`src/rtl/cpu_pkg.sv`:
```
// Shared definitions for the MEM stage: redirect encodings, access FSM states
// and the MEM/WB register layout with its bubble value.
package cpu_pkg;

  localparam logic [1:0] NPC_SEQ = 2'b00;
  localparam logic [1:0] NPC_BR  = 2'b01;
  localparam logic [1:0] NPC_J   = 2'b10;

  typedef enum logic {
    ST_IDLE   = 1'b0,
    ST_ACCESS = 1'b1
  } dm_state_e;

  typedef struct packed {
    logic [31:0] dout;
    logic [31:0] aluout;
    logic [4:0]  rw;
    logic        memtoreg;
    logic        regwr;
  } memwb_t;

  localparam memwb_t MEMWB_BUBBLE = '0;

endpackage

```
`src/rtl/dm_access_fsm.sv`:
```
// Data-memory access sequencer: IDLE detects a memory op, ACCESS holds the
// request until ack or until TIMEOUT ack-less cycles have elapsed.
module dm_access_fsm
  import cpu_pkg::*;
#(
  parameter int TIMEOUT = 16
) (
  input  logic clk,
  input  logic rst_n,
  input  logic memop,
  input  logic dm_ack,
  output logic stall,
  output logic dm_req,
  output logic done,
  output logic timeout,
  output logic idle
);

  localparam int CW = $clog2(TIMEOUT + 1);
  localparam logic [CW-1:0] CNT_LAST = CW'(TIMEOUT - 1);

  dm_state_e     state, state_nxt;
  logic [CW-1:0] cnt, cnt_nxt;

  always_ff @(negedge clk or negedge rst_n) begin
    if (!rst_n) begin
      state <= ST_IDLE;
      cnt   <= '0;
    end else begin
      state <= state_nxt;
      cnt   <= cnt_nxt;
    end
  end

  always_comb begin
    state_nxt = state;
    cnt_nxt   = cnt;
    stall     = 1'b0;
    dm_req    = 1'b0;
    done      = 1'b0;
    timeout   = 1'b0;
    idle      = 1'b0;
    case (state)
      ST_IDLE: begin
        idle = 1'b1;
        if (memop) begin
          stall     = 1'b1;
          state_nxt = ST_ACCESS;
          cnt_nxt   = '0;
        end
      end
      ST_ACCESS: begin
        dm_req = 1'b1;
        // ack wins over a timeout landing in the same cycle
        if (dm_ack) begin
          done      = 1'b1;
          state_nxt = ST_IDLE;
        end else if (cnt == CNT_LAST) begin
          timeout   = 1'b1;
          state_nxt = ST_IDLE;
        end else begin
          stall = 1'b1;
          if (cnt != '1) cnt_nxt = cnt + CW'(1);
        end
      end
      default: state_nxt = ST_IDLE;
    endcase
  end

endmodule

```
`src/rtl/mem_stage.sv`:
```
// MEM stage: branch/jump redirect, handshaked data-memory access and the MEM/WB
// register. Optional MEM_OVF_SQUASH_EN squashes overflowing instructions.
module mem_stage
  import cpu_pkg::*;
#(
  parameter int TIMEOUT = 16
) (
  input  logic        clk,
  input  logic        rst_n,
  input  logic [29:0] Btarg,
  input  logic [29:0] Jtarg,
  input  logic        Zero,
  input  logic        Overflow,
  input  logic [31:0] Addr,
  input  logic [31:0] Di,
  input  logic [4:0]  Rw,
  input  logic        MemWr,
  input  logic        Branch,
  input  logic        Jump,
  input  logic        MemtoReg,
  input  logic        RegWr,
  output logic [1:0]  npc_sel,
  output logic [29:0] npc_targ,
  output logic        flush,
  output logic        stall,
  output logic        dm_req,
  output logic        dm_we,
  output logic [31:0] dm_addr,
  output logic [31:0] dm_wdata,
  input  logic [31:0] dm_rdata,
  input  logic        dm_ack,
  output logic        dm_err,
  output logic [31:0] Dout_wb,
  output logic [31:0] ALUout_wb,
  output logic [4:0]  Rw_wb,
  output logic        MemtoReg_wb,
  output logic        RegWr_wb
);

  logic   memop, ovf_kill;
  logic   done, timeout, idle;
  memwb_t wb, wb_nxt;

`ifdef MEM_OVF_SQUASH_EN
  assign memop    = (MemWr | MemtoReg) & ~Overflow;
  assign ovf_kill = Overflow;
`else
  logic unused_ovf;
  assign unused_ovf = Overflow;
  assign memop      = MemWr | MemtoReg;
  assign ovf_kill   = 1'b0;
`endif

  dm_access_fsm #(.TIMEOUT(TIMEOUT)) u_fsm (
    .clk     (clk),
    .rst_n   (rst_n),
    .memop   (memop),
    .dm_ack  (dm_ack),
    .stall   (stall),
    .dm_req  (dm_req),
    .done    (done),
    .timeout (timeout),
    .idle    (idle)
  );

  assign dm_we    = dm_req & MemWr;
  assign dm_addr  = Addr;
  assign dm_wdata = Di;

  always_comb begin
    npc_sel  = NPC_SEQ;
    npc_targ = '0;
    if (Jump) begin
      npc_sel  = NPC_J;
      npc_targ = Jtarg;
    end else if (Branch & Zero) begin
      npc_sel  = NPC_BR;
      npc_targ = Btarg;
    end
  end
  assign flush = (npc_sel != NPC_SEQ);

  always_comb begin
    wb_nxt          = MEMWB_BUBBLE;
    wb_nxt.aluout   = Addr;
    wb_nxt.rw       = Rw;
    wb_nxt.memtoreg = MemtoReg;
    wb_nxt.regwr    = RegWr & ~ovf_kill;
    if (idle && !memop) begin
      wb_nxt.dout = '0;
    end else if (done) begin
      wb_nxt.dout = MemWr ? 32'h0 : dm_rdata;
    end else if (timeout) begin
      // aborted access still retires, but must not write the register file
      wb_nxt.regwr = 1'b0;
    end else begin
      wb_nxt = MEMWB_BUBBLE;
    end
  end

  always_ff @(negedge clk or negedge rst_n) begin
    if (!rst_n) begin
      wb     <= MEMWB_BUBBLE;
      dm_err <= 1'b0;
    end else begin
      wb <= wb_nxt;
      if (timeout) dm_err <= 1'b1;
    end
  end

  assign Dout_wb     = wb.dout;
  assign ALUout_wb   = wb.aluout;
  assign Rw_wb       = wb.rw;
  assign MemtoReg_wb = wb.memtoreg;
  assign RegWr_wb    = wb.regwr;

endmodule

```
`config.mk`:
```
export PLATFORM = sky130hd
export DESIGN_NAME = mem_stage
export DESIGN_NICKNAME = d
export VERILOG_FILES = /design/src/rtl/cpu_pkg.sv /design/src/rtl/dm_access_fsm.sv /design/src/rtl/mem_stage.sv
export SDC_FILE = /design/constraint.sdc
export NUM_CORES = 1
export LEC_CHECK = 0
export ABC_AREA = 1
export BUFFER_PORTS_ARGS = -buffer_cell sky130_fd_sc_hd__buf_2
export CORE_AREA = 2 2 133 135
export DETAILED_ROUTE_END_ITERATION = 7
export DIE_AREA = 0 0 135 137
export HOLD_SLACK_MARGIN = 0.08
export PLACE_DENSITY = 0.55
export SLEW_MARGIN = 30
export SYNTH_ARGS = -nofsm -noshare
export SYNTH_HDL_FRONTEND = slang
export SYNTH_SLANG_ARGS = --single-unit
```
`constraint.sdc`:
```
create_clock -name clk -period 2.65 [get_ports clk]
set_input_delay 0.795 -clock clk [delete_from_list [all_inputs] [get_ports clk]]
set_output_delay 0.795 -clock clk [all_outputs]
set_load 0.01 [all_outputs]
```
==> results of run 1 <==
## Yosys cell counts
cell      number  area [um2]
a21boi_0       2       15.01
buf_2          2       10.01
buf_4         66       495.5
buf_6          5       56.30
clkbuf_1       6       22.52
dfrtn_1       78        1952
ha_1           3       37.54
inv_1         82       307.8
nand2_1      116       435.4
nand2_2        1       6.260
nand3_1        3       15.01
nand4_1        2       12.51
nor2_1        72       270.3
nor2_2         2       12.51
nor3b_1        1       7.510
o21bai_1       1       7.510
or2_1          1       6.260
## flip-flops by register name, indices dropped and copies added (netlist names)
name,flops
u_fsm.state,1
MemtoReg_wb,1
Dout_wb,32
Rw_wb,5
ALUout_wb,32
dm_err,1
RegWr_wb,1
u_fsm.cnt,5
## layer usage
layer  track usage (%)  wire [um]  up-vias
met3             4.778       1422       22
met4             6.655        502        0
met5                 0          0        -
li1                  -          -     1694
met2             27.10       7712      234
met1             13.32       4634     1492
## final cells by class
class	instances	area, um2
Timing Repair Buffer	318	2018
Sequential cell	78	1952
Tap cell	225	281.5
Clock inverter	7	76.32
Clock buffer	9	225.2
Fill cell	1790	11220
Multi-Input combinational cell	204	975.9
Inverter	82	310.3
## report_power, final
part           internal (mW)  switching (mW)
clock                  0.671           0.562
sequential              1.28          0.0268
combinational          0.359           0.371
## cell families (layout without fill, tap and decap cells)
group	count (synthesis)	after routing	synth area share [%]
buffers and inverters	161	416	24.31
and+or+nand+nor	198	198	20.87
DFF	78	78	53.19
adders and majority gates	3	3	1.023
AOI/OAI and AO/OA	3	3	0.6137
## worst max path at each step
stage	end	slack [ns]	cells after the start	from
6_report	stall	-1.01	8	u_fsm.cnt[1]
5_1_grt	stall	-1.10	8	u_fsm.cnt[1]
4_1_cts	stall	-1.07	8	u_fsm.cnt[1]
3_5_place_dp	stall	-0.74	8	u_fsm.cnt[1]
3_3_place_gp	stall	-0.71	8	u_fsm.cnt[1]
2_1_floorplan	stall	-0.75	8	u_fsm.cnt[0]
## what timing repair did
| item | CTS | global route |
|---|---|---|
| endpoints found under the setup margin | 113 | 138 |
| hold buffers | 0 | 0 |
| cloned | 1 | 5 |
| pin swaps | 5 | 1 |
| setup buffers | 1 | 9 |
| resized for setup | 20 | 57 |
==> key figures, run 1 <==
Timing
  • Rel. slew slack: 79.69%
  • Slew Limit Fails: 0
  • Hold Slack: around 0.43 ns
  • Worst slew pin tran: 0.3047 ns
  • Final hold vios: 0
  • Post-route setup TNS: -56.70 ns
  • Fin worst setup slack: -1.011 ns
  • Worst Skew: 0.007520 ns
  • Final Setup Violations: 113
  • Unrepaired setup endpoints after global routing: true

Route
  • Post-route antenna net violation count: 0
  • Vias/cell: roughly 3.7
  • DR vias: 3442
  • DRT iter0 DRCs: 94
  • Avg WL per Cell: about 15 um
  • Routed wire length: around 14000 um
  • Drt drc: 0
  • Pre-Repair DR Iteration Count: 5

Logic synthesis
  • Synth Area per Inst: just over 8 um2
  • Post-Syn Nets: about 620
  • Yosys warns: 0
  • Sequential share of the synthesized area: between 50% and 60%
  • Flops & latches, synth: 78
  • Library cells used by synthesis: 17
  • Mapped Area: 3670 um2
  • Synthesized instance count: 443

Floorplanning
  • DIE AREA: 18500 um2
  • IO Pins: 343
  • Initial Utilization: 21.52%
  • Die Ht: 137 um
  • Die X: 135 um
  • # rows: 48
  • Core Area: 17060 um2

Placement
  • Dpl ws: -0.7443 ns
  • DP HPWL: 11530 um
  • Inst Count DP: ~890
  • Dpl cell area: 5036 um2
  • PortBufs: 277
  • Final GP Congestion: 0.7924

Run status
  • Failing checks: negative setup slack
  • Outcome: complete, but fails checks

GRT
  • All-layer global routing usage: 14.07%
  • Number of global-route vias before repair: about 3200
  • Wire length of the first global-routing pass: around 19000 um
  • Largest net degree at the start of global routing: 33
  • Gr ovfl total: 0
  • Initial antenna violation count: 0

Critical path
  • Crit-path max cell delay: between 0.4 and 0.5 ns
  • Critical path class: flip-flop to output port
  • CP top delay family: flip-flops
  • CP bufs+invs: 2
  • Worst R2R Setup Slack: 0.16 ns
  • Cells along the critical path: ha_2 -> nand2_2 -> nor2_4 -> ha_4 -> nand2_4 -> inv_4 -> nor2_4 -> buf_6
  • Critical path endpoint category: output port
  • Startpoint types: flip-flop
  • Reg-to-reg endpoint: u_fsm.state
  • Critical Path RT: 1.86 ns
  • FF-to-FF Start: u_fsm.cnt[1]
  • Max Fanout on Critical Path: 2
  • CP dominant cell by count: nor2_4
  • CP max-delay cell: dfrtn_1
  • R2R cell count: 18
  • Arrival time worst endpoint: 2.87 ns

Final layout
  • Finished Layout Cells: 923
  • Nets: 867
  • Finished Core Util: 34.24%
  • Commonest non-fill, non-tap cell in the layout: buf_2
  • Final instance area: 5839 um2
  • Ant diodes: 0
  • Layout cells sized above 1: 53.87%
  • P&R area growth vs syn: 59.12%
  • Commonest non-fill, non-tap cells in the layout: buf_2, nand2_1, inv_1, dfrtn_1, nor2_1

Min path
  • Min-delay worst type: flip-flop to flip-flop
  • Hold worst-path end: dm_err
  • Worst hold path depth: 1
  • Hold_sp: dm_err

Clock network
  • H-tree levels: 3
  • Longest Clk Path Bufs: 2
  • Cts bufs inserted: 9
  • Root buf cell: clkbuf_16
  • Clk_lat worst skew: 0.34 ns
  • CTS tree: yes
  • Clk sinks: 78
  • Reg clk slew, reported paths: about 0.05 ns

Pwr
  • Leakage: 3.667 nW
  • PwrDens: 559.2 nW/um2
  • Pwr Total: 3.265 mW
  • Peak supply drop: 0.2995 mV

Flow run
  • Max_cap viols: 0
(Power assumes the default switching activity.)
==> inputs of run 2 (changes only) <==
- CORE_AREA: 2 2 133 135 -> 5 5 129 131
- DIE_AREA: 0 0 135 137 -> 0 0 134 136
- PLACE_DENSITY: 0.55 -> 0.59
==> run 2 against run 1 <==
Effect of this change: the flow still finishes with violations (negative setup slack); worst setup slack lost 0.0084 ns; final cell count shrank 5.2%; worst hold slack lost 0.015 ns; clock power is essentially flat; sequential share of layout area grew 1.8 points; core utilization grew 1.5 points; power shrank 2.7%; highest routed layer is now met5.
==> key figures, run 2 (synthesis gave the netlist of run 1 again) <==
Route
  • Vias/cell: roughly 3.8
  • DRT iter0 DRCs: 110
  • Post-route antenna net violation count: 0
  • Avg WL per Cell: 14.54 um
  • Drt drc: 0
  • Routed wire length: between 10000 and 15000 um
  • DR vias: 3315
  • Pre-Repair DR Iteration Count: 4

Floorplanning
  • # rows: 46
  • DIE AREA: 18220 um2
  • Initial Utilization: a little under a quarter
  • Core Area: 15480 um2
  • Die X: about 130 um
  • IO Pins: 343
  • Die Ht: about 140 um

Critical path
  • Startpoint types: flip-flop
  • CP max-delay cell: dfrtn_1
  • Critical Path RT: between 1.5 and 2 ns
  • CP top delay family: flip-flops
  • Max Fanout on Critical Path: 2
  • FF-to-FF Start: u_fsm.cnt[1]
  • Crit-path max cell delay: 0.45 ns
  • Cells along the critical path: ha_4 -> nand2_4 -> nor2_4 -> ha_4 -> nand2_4 -> inv_2 -> nor2_4 -> buf_6
  • Critical path endpoint category: output port
  • Arrival time worst endpoint: roughly 2.9 ns
  • CP bufs+invs: 2
  • Reg-to-reg endpoint: ALUout_wb[14]
  • Critical path class: flip-flop to output port
  • R2R cell count: 9
  • Worst R2R Setup Slack: 0.94 ns

Clock network
  • Reg clk slew, reported paths: 0.05 ns
  • CTS tree: yes
  • H-tree levels: 3
  • Longest Clk Path Bufs: 2
  • # hold bufs at CTS: 0
  • Clk sinks: 78
  • Clk_lat worst skew: 0.33 ns
  • Cts bufs inserted: 9
  • Root buf cell: clkbuf_16

Run status
  • Failing checks: negative setup slack
  • Outcome: complete, but fails checks

Timing
  • Final Setup Violations: 113
  • Fin worst setup slack: -1.020 ns
  • Worst slew pin tran: 0.4669 ns
  • Worst Skew: slightly above 0.005 ns
  • Slew Limit Fails: 0
  • Final hold vios: 0
  • Unrepaired setup endpoints after global routing: true
  • Rel. slew slack: 68.88%

Min path
  • Hold_sp: dm_err
  • Hold worst-path end: dm_err
  • Min-delay worst type: flip-flop to flip-flop
  • Worst hold path depth: 1

Placement
  • DP HPWL: 10670 um
  • Dpl cell area: 4987 um2
  • Dpl ws: -0.7219 ns
  • Final GP Congestion: 0.7846
  • PortBufs: 277

Final layout
  • Commonest non-fill, non-tap cell in the layout: buf_2
  • Register area: between 1500 and 2000 um2
  • Nets: 852
  • Final instance area: 5535 um2
  • Commonest non-fill, non-tap cells in the layout: buf_2, nand2_1, inv_1, dfrtn_1, nor2_1
  • P&R area growth vs syn: 50.84%
  • FILL cells: 1673
  • Layout cells sized above 1: 49.19%
  • Ant diodes: 0
  • Multi-input gate area: 908.4 um2

GRT
  • Initial antenna violation count: 1
  • Gr ovfl total: 0
  • Number of global-route vias before repair: 3240
  • Wire length of the first global-routing pass: 17390 um
  • All-layer global routing usage: between 10% and 20%
  • Largest net degree at the start of global routing: 39

Pwr
  • Leakage: ~3.6 nW
  • PwrDens: 573.8 nW/um2
  • Pwr Total: 3.176 mW
  • Peak supply drop: just over 0.3 mV

Flow run
  • Max_cap viols: 0
-- run 2: changes by cell type in the layout (fill, tap and decap cells not counted), moves of 2 or more --
cell,change
buf_12,-2
buf_2,-6
buf_4,-2
clkbuf_16,-3
inv_8,-3
nor2_1,+25
nor2_2,-22
nor2_4,-3
-- run 2: final cells by class --
cell class | instances | share of cell area (%)
timing repair buffer | 303 | 32.87
sequential | 78 | 35.26
tap | 192 | 4.340
inverter | 82 | 5.561
multi-input combinational | 204 | 16.41
clock buffer | 10 | 4.317
clock inverter | 6 | 1.243
-- run 2: per-stage QoR --
stage / TNS, ns / hold slack [ns] / util, % / instances
after floorplan: -8.909 / 0.4243 / - / 443
after global placement: -33.51 / 0.4200 / 32.21 / 857
after detailed placement: -34.65 / 0.4235 / 32.21 / 857
after CTS: -33.96 / 0.4234 / 34.88 / 873
after global routing: -38.56 / 0.4534 / 35.75 / 875
final: -32.47 / 0.4140 / 35.75 / 875
-- run 2: layer usage --
layer	global-route usage (%)	up-vias	share of wire [%]
li1	-	1661	-
met1	12.41	1416	35
met2	23.98	213	51
met3	4.589	23	10
met4	5.886	2	3.3
met5	0	-	0.16
-- run 2: timing repair --
action,CTS,global route
setup buffers,0,1
gates resized for setup,21,19
cloned,0,1
hold endpoints to repair,0,0
endpoints found under the setup margin,113,150
pin swaps,4,3
-- run 2: worst reg2reg max path, stage by stage, from the launching register on --
cell and delay [ns]:
dfrtn_1 0.37, ha_4 0.19, nand2_4 0.06, nor2_4 0.05, ha_4 0.16, nand2_4 0.05, inv_2 0.04, nor2_4 0.08
buf_4 0.40, nor2_1 0.14
-- run 2: worst max-delay path by stage --
stage / startpoint / end / slack (ns) / depth (start not counted)
2_1_floorplan: u_fsm.cnt[0] / stall / -0.75 / 8
3_3_place_gp: u_fsm.cnt[1] / stall / -0.70 / 8
3_5_place_dp: u_fsm.cnt[0] / stall / -0.72 / 8
4_1_cts: u_fsm.cnt[0] / stall / -1.04 / 8
5_1_grt: u_fsm.cnt[1] / stall / -1.10 / 8
6_report: u_fsm.cnt[1] / stall / -1.02 / 8
-- run 2: power breakdown --
| part | internal (mW) | switching [mW] | total [mW] |
|---|---|---|---|
| Combinational | 0.291 | 0.328 | 0.619 |
| Clock | 0.760 | 0.490 | 1.25 |
| Sequential | 1.28 | 0.0312 | 1.31 |
